==> src/rtl/cpu_pkg.sv <==
// Shared CPU definitions: PC select codes, fetch FSM states and default widths.
// The PC block decodes the same PCSEL_* codes that fetch_unit drives on pc_sel.
package cpu_pkg;

   localparam int ADDR_W_DEF = 16;
   localparam int DATA_W_DEF = 16;

   localparam logic [1:0] PCSEL_INC    = 2'b00;
   localparam logic [1:0] PCSEL_BRANCH = 2'b10;
   localparam logic [1:0] PCSEL_LOAD   = 2'b11;

   typedef enum logic [1:0] {
      IDLE  = 2'd0,
      FETCH = 2'd1,
      HOLD  = 2'd2
   } fetch_state_t;

endpackage

==> src/rtl/fetch_ir_reg.sv <==
// Instruction register: holds ir_data/ir_pc/ir_valid between capture and accept or flush.
module fetch_ir_reg
   import cpu_pkg::*;
#(
   parameter int ADDR_W = ADDR_W_DEF,
   parameter int DATA_W = DATA_W_DEF
) (
   input  logic              clk,
   input  logic              rst,
   input  logic              capture,
   input  logic              flush,
   input  logic [DATA_W-1:0] data,
   input  logic [ADDR_W-1:0] pc,
   input  logic              ir_ready,
   output logic              ir_valid,
   output logic [DATA_W-1:0] ir_data,
   output logic [ADDR_W-1:0] ir_pc
);

   logic accept;

   assign accept = ir_valid & ir_ready;

   always_ff @(posedge clk or posedge rst) begin
      if (rst) begin
         ir_valid <= 1'b0;
         ir_data  <= '0;
         ir_pc    <= '0;
      end else if (capture) begin
         ir_valid <= 1'b1;
         ir_data  <= data;
         ir_pc    <= pc;
      end else if (flush || accept) begin
         ir_valid <= 1'b0;
      end
   end

endmodule

==> src/rtl/fetch_unit.sv <==
// Instruction fetch stage: PC-driven memory read into an instruction register.
// Optional macro FETCH_TIMEOUT_EN adds a sticky bus-timeout fault (fetch_fault).
module fetch_unit
   import cpu_pkg::*;
#(
   parameter int ADDR_W      = ADDR_W_DEF,
   parameter int DATA_W      = DATA_W_DEF,
   parameter int TIMEOUT_CYC = 255
) (
   input  logic              clk,
   input  logic              rst,
   input  logic              run,
   input  logic [ADDR_W-1:0] pc_cur,
   output logic              pc_en,
   output logic [1:0]        pc_sel,
   output logic [ADDR_W-1:0] pc_load,
   output logic [ADDR_W-1:0] pc_branch,
   output logic              mem_req,
   output logic [ADDR_W-1:0] mem_addr,
   input  logic [DATA_W-1:0] mem_rdata,
   input  logic              mem_ack,
   output logic              ir_valid,
   input  logic              ir_ready,
   output logic [DATA_W-1:0] ir_data,
   output logic [ADDR_W-1:0] ir_pc,
   input  logic              redirect_valid,
   input  logic [1:0]        redirect_sel,
   input  logic [ADDR_W-1:0] redirect_target,
   output logic              fetch_fault
);

   fetch_state_t state, state_nxt;
   logic         drop, drop_nxt;
   logic         capture, flush;
   logic         timeout_hit;

`ifdef FETCH_TIMEOUT_EN
   localparam int CNT_W = $clog2(TIMEOUT_CYC + 1);
   logic [CNT_W-1:0] wait_cnt;

   // Counts unanswered request cycles; the last one before the limit trips the fault.
   assign timeout_hit = (state == FETCH) && !mem_ack &&
                        (wait_cnt == CNT_W'(TIMEOUT_CYC - 1));

   always_ff @(posedge clk or posedge rst) begin
      if (rst) begin
         wait_cnt    <= '0;
         fetch_fault <= 1'b0;
      end else if (timeout_hit) begin
         wait_cnt    <= '0;
         fetch_fault <= 1'b1;
      end else if (state == FETCH && !mem_ack) begin
         wait_cnt <= wait_cnt + 1'b1;
      end else begin
         wait_cnt <= '0;
      end
   end
`else
   assign timeout_hit = 1'b0;
   assign fetch_fault = 1'b0;
`endif

   always_ff @(posedge clk or posedge rst) begin
      if (rst) begin
         state <= IDLE;
         drop  <= 1'b0;
      end else begin
         state <= state_nxt;
         drop  <= drop_nxt;
      end
   end

   always_comb begin
      state_nxt = state;
      drop_nxt  = drop;
      capture   = 1'b0;
      flush     = 1'b0;
      pc_en     = 1'b0;
      pc_sel    = PCSEL_INC;
      pc_load   = '0;
      pc_branch = '0;
      mem_req   = 1'b0;
      mem_addr  = '0;

      // A redirect always owns the PC port, in every state.
      if (redirect_valid) begin
         pc_en  = 1'b1;
         pc_sel = redirect_sel;
         if (redirect_sel == PCSEL_LOAD)   pc_load   = redirect_target;
         if (redirect_sel == PCSEL_BRANCH) pc_branch = redirect_target;
      end

      case (state)
         IDLE: begin
            if (!redirect_valid && run && !fetch_fault) state_nxt = FETCH;
         end
         FETCH: begin
            mem_req  = 1'b1;
            mem_addr = pc_cur;
            if (mem_ack) begin
               drop_nxt = 1'b0;
               if (!drop && !redirect_valid) begin
                  capture   = 1'b1;
                  pc_en     = 1'b1;
                  pc_sel    = PCSEL_INC;
                  state_nxt = HOLD;
               end
            end else if (timeout_hit) begin
               drop_nxt  = 1'b0;
               state_nxt = IDLE;
            end else if (redirect_valid) begin
               drop_nxt = 1'b1;
            end
         end
         HOLD: begin
            if (redirect_valid) begin
               flush     = 1'b1;
               state_nxt = FETCH;
            end else if (ir_ready) begin
               state_nxt = run ? FETCH : IDLE;
            end
         end
         default: state_nxt = IDLE;
      endcase
   end

   fetch_ir_reg #(
      .ADDR_W(ADDR_W),
      .DATA_W(DATA_W)
   ) u_ir (
      .clk      (clk),
      .rst      (rst),
      .capture  (capture),
      .flush    (flush),
      .data     (mem_rdata),
      .pc       (pc_cur),
      .ir_ready (ir_ready),
      .ir_valid (ir_valid),
      .ir_data  (ir_data),
      .ir_pc    (ir_pc)
   );

endmodule
==> config.mk <==
export PLATFORM = sky130hd
export DESIGN_NAME = fetch_unit
export DESIGN_NICKNAME = d
export VERILOG_FILES = /design/src/rtl/cpu_pkg.sv /design/src/rtl/fetch_ir_reg.sv /design/src/rtl/fetch_unit.sv
export SDC_FILE = /design/constraint.sdc
export NUM_CORES = 1
export LEC_CHECK = 0
export ABC_AREA = 1
export BUFFER_PORTS_ARGS = -buffer_cell sky130_fd_sc_hd__buf_2
export CAP_MARGIN = 20
export CORE_UTILIZATION = 44
export DETAILED_ROUTE_END_ITERATION = 16
export PLACE_DENSITY = 0.95
export RECOVER_POWER = 25
export SYNTH_ARGS = -nofsm -noshare
export SYNTH_HDL_FRONTEND = slang
export SYNTH_HIERARCHICAL = 1
export SYNTH_SLANG_ARGS = --single-unit
==> constraint.sdc <==
create_clock -name clk -period 2.2 [get_ports clk]
set_input_delay 0.22 -clock clk [delete_from_list [all_inputs] [get_ports clk]]
set_output_delay 0.22 -clock clk [all_outputs]
set_load 0.03 [all_outputs]
==> flow_summary.json, run 1 <==
{
  "outcome": "finished clean",
  "drive_gt1_share_pct": 42.3,
  "maxSlewViolCount": 0,
  "wl_per_cell_microns": 10.9,
  "crit_family": "flip-flops",
  "synth_area_leader_cell": "dfrtp_1",
  "relSlewSlack_pct": 37.1,
  "synth_nets": 325,
  "synth_cells": 269,
  "p_leak_nw": 1.78,
  "setup_tns_ns": 0,
  "fin_nets": 462,
  "core_region_area_sq_um": 4350,
  "rsz0062_at_grt": "no",
  "start_util_pct": 45.9,
  "min_period_ns": 1.69,
  "cts_sinks": 36,
  "syn-cell-area_sq_um": 2000,
  "fmaxAchievable_ghz": 0.590,
  "critPathMostFrequentCell": "nand2_1",
  "finalSetupViolations": 0,
  "grt_pass1_vias": 1862,
  "critPathRequiredTime_ns": 1.98,
  "min_path_type": "in -> reg",
  "antennaDiodeCount": 0,
  "drt_iter0_drc": 82,
  "die-area_sq_um": 4810,
  "grt_pass1_wl_microns": 8280,
  "vias": 2056,
  "port_buffers": 140,
  "first_pass_iters": 4,
  "synth_top_area_share_pct": 45.1,
  "crit_path_start_kind": "flip-flop",
  "worstPathArrival_ns": 1.47,
  "reg2reg_slack_ns": 0.68,
  "drc_errors": 0,
  "avgViaCountPerCell": 4.48,
  "timing.final.crit_share_pct": 77.0,
  "dpl.hpwl_microns": 3840,
  "synth_area_leaders": "dfrtp_1 (45%), nand2_1 (19%), nor3_1 (8.3%), inv_1 (7.9%), buf_6 (3.9%)",
  "dp.cells": 450,
  "r2r_cells": 7,
  "die_x_microns": 69.4,
  "num_rows": 24,
  "numCtsBuffers": 5,
  "post_synth_num_cell_types": 21,
  "cts-htree-levels": 2,
  "gp_congestion": 0.757,
  "ys_ff_latch": 36,
  "end_kind": "output pin",
  "endpoint": "pc_en",
  "fin_worst_skew_ns": 0.00452,
  "slowest_stage": "dfrtp_1",
  "critPathLaunch": "state[1]",
  "routed_wl_microns": 5000,
  "instances_no_fill": 459,
  "cts_max_path_buffers": 2,
  "grt_max_degree": 37,
  "critPathKind": "reg -> out",
  "p_total_w": 0.00377,
  "final_hold_viol_count": 0,
  "antenna_found_initial": 0,
  "powerDensity_nw_per_um2": 1370,
  "clock_latency_ns": 0.28,
  "ys_seq_area_share_pct": 45.1,
  "area_growth_pct": 37.3,
  "path_cells": "nor2_4 -> inv_4 -> nor2_2 -> nand2_1 -> nand2_1 -> buf_2",
  "syn_avg_cell_area_sq_um": 7.43,
  "critPathMaxStageDelay_ns": 0.44,
  "pin_count": 142,
  "num-fill-cells": 368,
  "postRouteAntennaNets": 0,
  "crit_cells": 6,
  "cts_tree": "yes",
  "die_height_microns": 69.4,
  "reg2reg_to": "u_ir/ir_pc[1]",
  "vdd_drop_max_v": 0.000827,
  "clk_pin_slew_ns": 0.07,
  "critPathMaxFanout": 19,
  "maxCapViolations": 0,
  "yosysWarningCount": 6,
  "r2r-start": "state[1]",
  "tightestPinTransition_ns": 0.942,
  "cp_num_buf_inv": 2,
  "clockRootBuffer": "clkbuf_8",
  "grt-ovfl-total": 0,
  "track_usage_pct": 21.2
}
==> cells by family (layout without fill, tap and decap cells) <==
family | count (synthesis) | count (layout) | synth area share (%)
buffers and inverters | 60 | 198 | 17.0
other | 1 | 1 | 0.188
AO/OA/AOI/OAI | 3 | 3 | 0.751
AND/OR/NAND/NOR | 169 | 169 | 36.9
flip-flops | 36 | 36 | 45.1
==> where the power goes <==
part	internal, W	switching, W
combinational	0.000546	0.00147
clock	0.000336	0.000220
sequential	0.000993	0.000200
==> routing by layer <==
layer	track usage (%)	up-vias	share of wire (%)
met5	0	-	0
met4	7.26	0	1.7
met3	4.65	9	5.9
met2	38.6	90	51
met1	24.2	897	41
li1	-	1060	-
==> cell type report <==
type	count	area (sq um)	share of cell area (%)
Timing Repair Buffer	144	727	26.5
Tap cell	52	65.1	2.37
Clock buffer	6	72.6	2.65
Sequential cell	36	901	32.8
Inverter	46	183	6.66
Clock inverter	2	35.0	1.28
Multi-Input combinational cell	173	759	27.7
==> cells in the mapped netlist, drive strengths merged <==
cell	instances
nand2	111
nor2	23
conb	1
buf	11
o21ai	1
nand3b	1
nand3	1
dfrtp	36
nor3	33
a21oi	2
inv	46
clkbuf	3
==> layout by cell type, fill, tap and decap left out <==
cell type,n
buf_2,137
nand2_1,102
inv_1,43
dfrtp_1,36
nor3_1,33
nor2_2,12
nor2_1,10
nand2_2,9
clkbuf_8,5
clkbuf_1,4
a21oi_1,2
buf_4,2
inv_2,1
nor2_4,1
inv_4,1
o21ai_0,1
nand3b_1,1
conb_1,1
bufinv_16,1
clkinv_2,1
dlygate4sd3_1,1
inv_8,1
nand3_1,1
clkbuf_2,1
==> registers in the layout, summed over array words and instances (netlist names) <==
name,count
drop,1
state,2
u_ir/ir_data,16
u_ir/ir_pc,16
u_ir/ir_valid,1
==> per-stage QoR <==
step,hold slack [ns],setup slack [ns],util (%),area [sq um]
6_report,0.131,0.506,63.0,2740
5_1_grt,0.128,0.374,63.0,2740
4_1_cts,0.121,0.509,63.1,2750
3_5_place_dp,0.105,0.680,60.4,2630
3_3_place_gp,0.107,0.771,60.4,2630
2_1_floorplan,-0.0264,0.776,-,2000
==> repair_timing <==
item,4_1_cts,5_1_grt
endpoints found under the hold margin,3,0
buffers inserted,0,0
hold buffers,1,0
gates resized for setup,0,0
==> tightest hold or removal path, stage by stage <==
cell,delay (ns)
buf_2,0.07
nand2_1,0.04
nand2_1,0.05
==> worst min-delay path by stage <==
stage,start,to,depth (start not counted),slack (ns)
floorplan,rst,drop,1,-0.03
global placement,rst,drop,2,0.11
detailed placement,rst,state[0],2,0.10
CTS,mem_rdata[9],u_ir/ir_data[9],3,0.12
global route,mem_rdata[9],u_ir/ir_data[9],3,0.13
finish,mem_rdata[9],u_ir/ir_data[9],3,0.13
No activity file was read; power rests on OpenSTA's default activity.
==> inputs of run 2 (changes only) <==
--- a/config.mk
+++ b/config.mk
@@ -5,12 +5,12 @@
 export SDC_FILE = /design/constraint.sdc
 export NUM_CORES = 1
 export LEC_CHECK = 0
-export ABC_AREA = 1
+export ABC_AREA = 0
 export BUFFER_PORTS_ARGS = -buffer_cell sky130_fd_sc_hd__buf_2
 export CAP_MARGIN = 20
-export CORE_UTILIZATION = 44
+export CORE_UTILIZATION = 41
 export DETAILED_ROUTE_END_ITERATION = 16
-export PLACE_DENSITY = 0.95
+export PLACE_DENSITY = 0.93
 export RECOVER_POWER = 25
 export SYNTH_ARGS = -nofsm -noshare
 export SYNTH_HDL_FRONTEND = slang
==> constraint.sdc (replaced) <==
create_clock -name clk -period 1.7 [get_ports clk]
set_input_delay 0.17 -clock clk [delete_from_list [all_inputs] [get_ports clk]]
set_output_delay 0.17 -clock clk [all_outputs]
set_load 0.03 [all_outputs]
==> flow_summary.json, run 2 <==
{
  "critPathMaxStageDelay_ns": 0.40,
  "avgViaCountPerCell": 4.64,
  "numCtsBuffers": 5,
  "drive_gt1_share_pct": 60.4,
  "finalSetupViolations": 0,
  "gp_congestion": 0.779,
  "pin_count": 142,
  "reg_top3": "u_ir/ir_data x16, u_ir/ir_pc x16, state x2",
  "antennaDiodeCount": 0,
  "relSlewSlack_pct": 46.1,
  "ys_seq_area_share_pct": 45.9,
  "clock_latency_ns": 0.27,
  "cts-htree-levels": 2,
  "p_total_w": 0.00494,
  "finalInstanceArea_sq_um": 2760,
  "start_util_pct": 43.9,
  "grt_max_degree": 34,
  "path_cells": "nor2b_4 -> nand3b_1 -> nor2_4 -> buf_12 -> mux2_4",
  "synth_mux_area_share_pct": 23.9,
  "dp.cells": 356,
  "critPathLaunch": "state[0]",
  "synth-compound-area-share_pct": 2.49,
  "num-fill-cells": 380,
  "setup_tns_ns": 0,
  "synth_cells": 171,
  "synth_area_leader_cell": "dfrtp_1",
  "synth_top_family_by_area": "multiplexers",
  "syn_avg_cell_area_sq_um": 11.5,
  "slowest_stage": "dfrtp_1",
  "vias": 1708,
  "ys.flop_type": "dfrtp_1",
  "fmaxAchievable_ghz": 0.629,
  "synth_area_leaders": "dfrtp_1 (46%), mux2_4 (22%), nor2_1 (6.7%), and2_1 (5.4%), nand2_1 (3.6%)",
  "timing.hold.ws_ns": 0.102,
  "core_region_area_sq_um": 4470,
  "final_hold_viol_count": 0,
  "maxCapViolations": 0,
  "antenna_found_initial": 0,
  "track_usage_pct": 19.2,
  "postRouteAntennaNets": 0,
  "grt_pass1_vias": 1671,
  "worstPathArrival_ns": 1.76,
  "drt_iter0_drc": 86,
  "maxSlewViolCount": 0,
  "cts_max_path_buffers": 2,
  "vdd_drop_max_v": 0.000984,
  "die_x_microns": 71.2,
  "critPathMaxFanout": 16,
  "reg2reg_slack_ns": 0.11,
  "num_rows": 24,
  "synth_nets": 227,
  "worstHoldStart": "mem_ack",
  "synthTopCellsByCount": "dfrtp_1 (36), nor2_1 (35), mux2_4 (29)",
  "instances_no_fill": 368,
  "grt_pass1_wl_microns": 7590,
  "clk_pin_slew_ns": 0.08,
  "ys_ff_latch": 36,
  "dpl.hpwl_microns": 3680,
  "die_height_microns": 71.2,
  "cts_resized": 0,
  "routed_wl_microns": 4790,
  "yosysWarningCount": 6,
  "powerDensity_nw_per_um2": 1790,
  "violations": "design-rule violations",
  "dpl-instance-area_sq_um": 2650,
  "grt-ovfl-total": 0,
  "r2r-start": "state[0]",
  "yosys.area_share.adder_pct": 0,
  "min_period_ns": 1.59,
  "syn-cell-area_sq_um": 1960,
  "cts_sinks": 36,
  "r2r_cells": 5,
  "final_cell_mix": "buf_2 (136), dfrtp_1 (36), nor2_1 (34)",
  "wl_per_cell_microns": 13.0,
  "drc_errors": 7,
  "timing.final.crit_share_pct": 93.5,
  "final_common_cell": "buf_2",
  "first_pass_iters": 10,
  "critPathKind": "reg -> reg",
  "hold_depth": 2,
  "crit_path_start_kind": "flip-flop",
  "async_flop_share_pct": 100,
  "critPathRequiredTime_ns": 1.87,
  "post_synth_num_cell_types": 22,
  "p_leak_nw": 1.55,
  "rsz0062_at_grt": "no",
  "fin_worst_skew_ns": 0.00369,
  "end_kind": "flip-flop",
  "cts_tree": "yes",
  "area_growth_pct": 40.8,
  "port_buffers": 140,
  "die-area_sq_um": 5070,
  "synthXorXnorAreaFrac_pct": 0,
  "min_path_type": "in -> reg",
  "clockRootBuffer": "clkbuf_8",
  "synth-simple-area-share_pct": 19.2,
  "synth_most_common_cell": "dfrtp_1",
  "tightestPinTransition_ns": 0.808,
  "synth_edf_count": 0,
  "synth_top_area_share_pct": 45.9,
  "fin_nets": 371,
  "outcome": "finished with violations"
}
## run 2: cell types whose count changed after synthesis, sizes merged, moves of 12 or more
| cell | delta |
|---|---|
| and2 | +18 |
| mux2 | +32 |
| nor2 | +12 |
| inv | -44 |
| nor3 | -33 |
| nand2 | -92 |
## run 2: final timing paths
| check | to |
|---|---|
| max | u_ir/ir_data[7] |
| max reg2reg | u_ir/ir_data[7] |
| min in group asynchronous | state[1] |
| min | drop |
| max in group asynchronous | u_ir/ir_pc[3] |
| min reg2reg | u_ir/ir_data[15] |
## run 2: cells by family after synthesis
family,Yosys count
buffers and inverters,15
other,1
and+or+nand+nor,80
AOI/OAI and AO/OA,7
DFF,36
muxes,32
## run 2: worst max-delay path: cells and delay by family, from the launching register on
family | cells | cell delay, ns
buffers and inverters | 1 | 0.21
multiplexers | 1 | 0.32
flip-flops | 1 | 0.40
AND/OR/NAND/NOR | 3 | 0.55
## run 2: report_power, final
part	switching [W]	total [W]	internal, W
Sequential	0.000246	0.00152	0.00128
Combinational	0.00170	0.00283	0.00113
Clock	0.000297	0.000582	0.000285
## run 2: stage by stage
step	worst slack, ns	util, %
floorplan	0.169	-
global route	0.0277	61.8
CTS	0.0470	61.4
detailed placement	0.0741	59.3
finish	0.110	61.8
global placement	0.142	59.3
## run 2: what timing repair did
| action | in CTS | in global routing |
|---|---|---|
| endpoints found under the setup margin | 0 | 22 |
| hold buffers | 1 | 0 |
| endpoints found under the hold margin | 36 | 0 |
| setup buffers | 0 | 3 |
## run 2: per-layer routing
layer | GRT usage (%) | wire, microns | up-vias
li1 | - | - | 837
met1 | 23.6 | 2020 | 796
met2 | 34.1 | 2490 | 69
met3 | 4.27 | 236 | 6
met4 | 4.89 | 40 | 0
met5 | 0 | 0 | -
## run 2: layout make-up
type / instances / area (sq um) / share of cell area (%)
sequential: 36 / 901 / 32.6
clock inverter: 3 / 18.8 / 0.679
inverter: 2 / 7.51 / 0.272
clock buffer: 5 / 68.8 / 2.49
tap: 52 / 65.1 / 2.35
multi-input combinational: 120 / 907 / 32.8
timing repair buffer: 150 / 796 / 28.8
==> inputs of run 3 (changes only) <==
--- a/config.mk
+++ b/config.mk
@@ -8,11 +8,10 @@
 export ABC_AREA = 0
 export BUFFER_PORTS_ARGS = -buffer_cell sky130_fd_sc_hd__buf_2
 export CAP_MARGIN = 20
-export CORE_UTILIZATION = 41
+export CORE_UTILIZATION = 40
 export DETAILED_ROUTE_END_ITERATION = 16
-export PLACE_DENSITY = 0.93
+export PLACE_DENSITY = 0.92
 export RECOVER_POWER = 25
 export SYNTH_ARGS = -nofsm -noshare
 export SYNTH_HDL_FRONTEND = slang
-export SYNTH_HIERARCHICAL = 1
 export SYNTH_SLANG_ARGS = --single-unit
==> flow_summary.json, run 3 <==
{
  "end_kind": "output pin",
  "powerDensity_nw_per_um2": 1840,
  "cts_max_path_buffers": 2,
  "worstPathArrival_ns": 1.42,
  "synth_top_area_share_pct": 46.7,
  "reg_top3": "u_ir.ir_data x16, u_ir.ir_pc x16, state x2",
  "cts_tree": "yes",
  "min_path_type": "in -> reg",
  "num_rows": 24,
  "grt_pass1_vias": 1599,
  "numCtsBuffers": 5,
  "grt_pass1_wl_microns": 7490,
  "final_common_cell": "buf_2",
  "synth_edf_count": 0,
  "syn-cell-area_sq_um": 1930,
  "start_util_pct": 42.8,
  "maxSlewViolCount": 0,
  "routed_wl_microns": 4740,
  "cts-htree-levels": 2,
  "fin_worst_skew_ns": 0.00617,
  "avgViaCountPerCell": 4.72,
  "timing.hold.ws_ns": 0.111,
  "setup_tns_ns": 0,
  "tightestPinTransition_ns": 0.868,
  "die_height_microns": 71.4,
  "track_usage_pct": 19.2,
  "ys.flop_type": "dfrtp_1",
  "min_period_ns": 1.59,
  "antennaDiodeCount": 0,
  "grt-ovfl-total": 0,
  "gp_congestion": 0.738,
  "violations": "design-rule violations",
  "drt_iter0_drc": 62,
  "fin_nets": 364,
  "die-area_sq_um": 5100,
  "vdd_drop_max_v": 0.000976,
  "vias": 1704,
  "cts_setup_buffers": 0,
  "num-fill-cells": 378,
  "ys_ff_latch": 36,
  "synth_cells": 168,
  "synth_area_leaders": "dfrtp_1 (47%), mux2_4 (23%), nor2_1 (6.4%), and2_1 (5.8%), nand2_1 (3.5%)",
  "crit_family": "flip-flops",
  "drive_gt1_share_pct": 60.2,
  "multi_input_area_sq_um": 917,
  "path_cells": "nor2b_1 -> buf_4 -> and2_1 -> buf_2",
  "async_flop_share_pct": 100,
  "critPathMaxStageDelay_ns": 0.42,
  "postRouteAntennaNets": 0,
  "drc_errors": 1,
  "ys_seq_area_share_pct": 46.7,
  "final.setup.worst_slack_ns": 0.108,
  "slowest_stage": "dfrtp_2",
  "post_synth_num_cell_types": 23,
  "critPathMaxFanout": 10,
  "pin_count": 142,
  "dpl.hpwl_microns": 3580,
  "p_leak_nw": 1.53,
  "clock_latency_ns": 0.28,
  "cts_sinks": 36,
  "antenna_found_initial": 0,
  "critPathKind": "reg -> out",
  "finalSetupViolations": 0,
  "yosysWarningCount": 0,
  "critPathRequiredTime_ns": 1.53,
  "crit_path_start_kind": "flip-flop",
  "relSlewSlack_pct": 42.1,
  "port_buffers": 140,
  "final_hold_viol_count": 0,
  "post-place-ws_ns": 0.146,
  "outcome": "finished with violations",
  "final_cell_mix": "buf_2 (138), dfrtp_1 (35), nor2_1 (33)",
  "grt_max_degree": 37,
  "rsz0062_at_grt": "no",
  "maxCapViolations": 0,
  "first_pass_iters": 10,
  "core_region_area_sq_um": 4500,
  "synth_area_leader_cell": "dfrtp_1",
  "die_x_microns": 71.4,
  "timing.final.crit_share_pct": 93.6,
  "clockRootBuffer": "clkbuf_8",
  "synth_most_common_cell": "dfrtp_1",
  "cp_num_buf_inv": 2,
  "synthTopCellsByCount": "dfrtp_1 (36), nor2_1 (33), mux2_4 (29)",
  "clk_pin_slew_ns": 0.08,
  "area_growth_pct": 41.5,
  "synth_nets": 224,
  "wl_per_cell_microns": 13.1,
  "regArea_sq_um": 902,
  "syn_avg_cell_area_sq_um": 11.5,
  "fmaxAchievable_ghz": 0.628
}
-- run 3: cell families after synthesis --
family          Yosys count  share of synthesized area, %
compound gates            7                          2.34
simple gates             78                          20.7
buf+inv                  14                          5.71
flops                    36                          46.7
mux                      32                          24.3
other cells               1                         0.194
-- run 3: through the flow --
step / area, sq um / util [%] / std cells / total power [W]
2_1_floorplan: 1930 / - / 168 / 0.00368
3_3_place_gp: 2630 / 58.5 / 352 / 0.00439
3_5_place_dp: 2630 / 58.5 / 352 / 0.00445
4_1_cts: 2730 / 60.6 / 361 / 0.00507
5_1_grt: 2730 / 60.6 / 361 / 0.00529
6_report: 2730 / 60.6 / 361 / 0.00503
-- run 3: cell type report --
type / count / area share (%)
clock buffers: 5 / 2.52
clock inverters: 3 / 0.688
inverters: 2 / 0.275
multi-input cells: 118 / 33.6
flip-flops and latches: 36 / 33.1
well taps: 52 / 2.39
repair buffers: 145 / 27.4
-- run 3: path summary, 6_finish.rpt --
kind                                   from               end  slack, ns  cells after the start
min reg2reg                u_ir.ir_data[14]  u_ir.ir_data[14]       0.51                      1
max                                state[0]      mem_addr[14]       0.11                      4
max reg2reg                        state[1]     u_ir.ir_pc[0]       0.14                      4
max in group asynchronous               rst          state[0]       0.40                      4
min in group asynchronous               rst   u_ir.ir_data[6]       0.70                      4
min                            mem_rdata[4]   u_ir.ir_data[4]       0.11                      2
-- run 3: report_power, final --
part | switching (W) | total [W] | internal (W)
Clock | 0.000306 | 0.000591 | 0.000285
Sequential | 0.000263 | 0.00155 | 0.00128
Combinational | 0.00173 | 0.00289 | 0.00116
-- run 3: worst register-to-register path: stages, from the launching register on --
cell       delay [ns]
dfrtp_1          0.43
nand4bb_4        0.26
nor2_8           0.16
buf_12           0.25
mux2_4           0.35
-- run 3: layer usage --
layer	part of all wire (%)	vias up	routed length, microns	track usage, %
li1	-	823	-	-
met1	41	771	1960	22.2
met2	50	95	2350	33.5
met3	6.2	15	292	4.50
met4	2.8	0	133	8.89
met5	0	-	0	0
-- run 3: what timing repair did --
action / CTS / global route
gates resized for setup: 0 / 1
hold buffers: 1 / 0
endpoints found under the setup margin: 0 / 2
hold endpoints to repair: 36 / 0
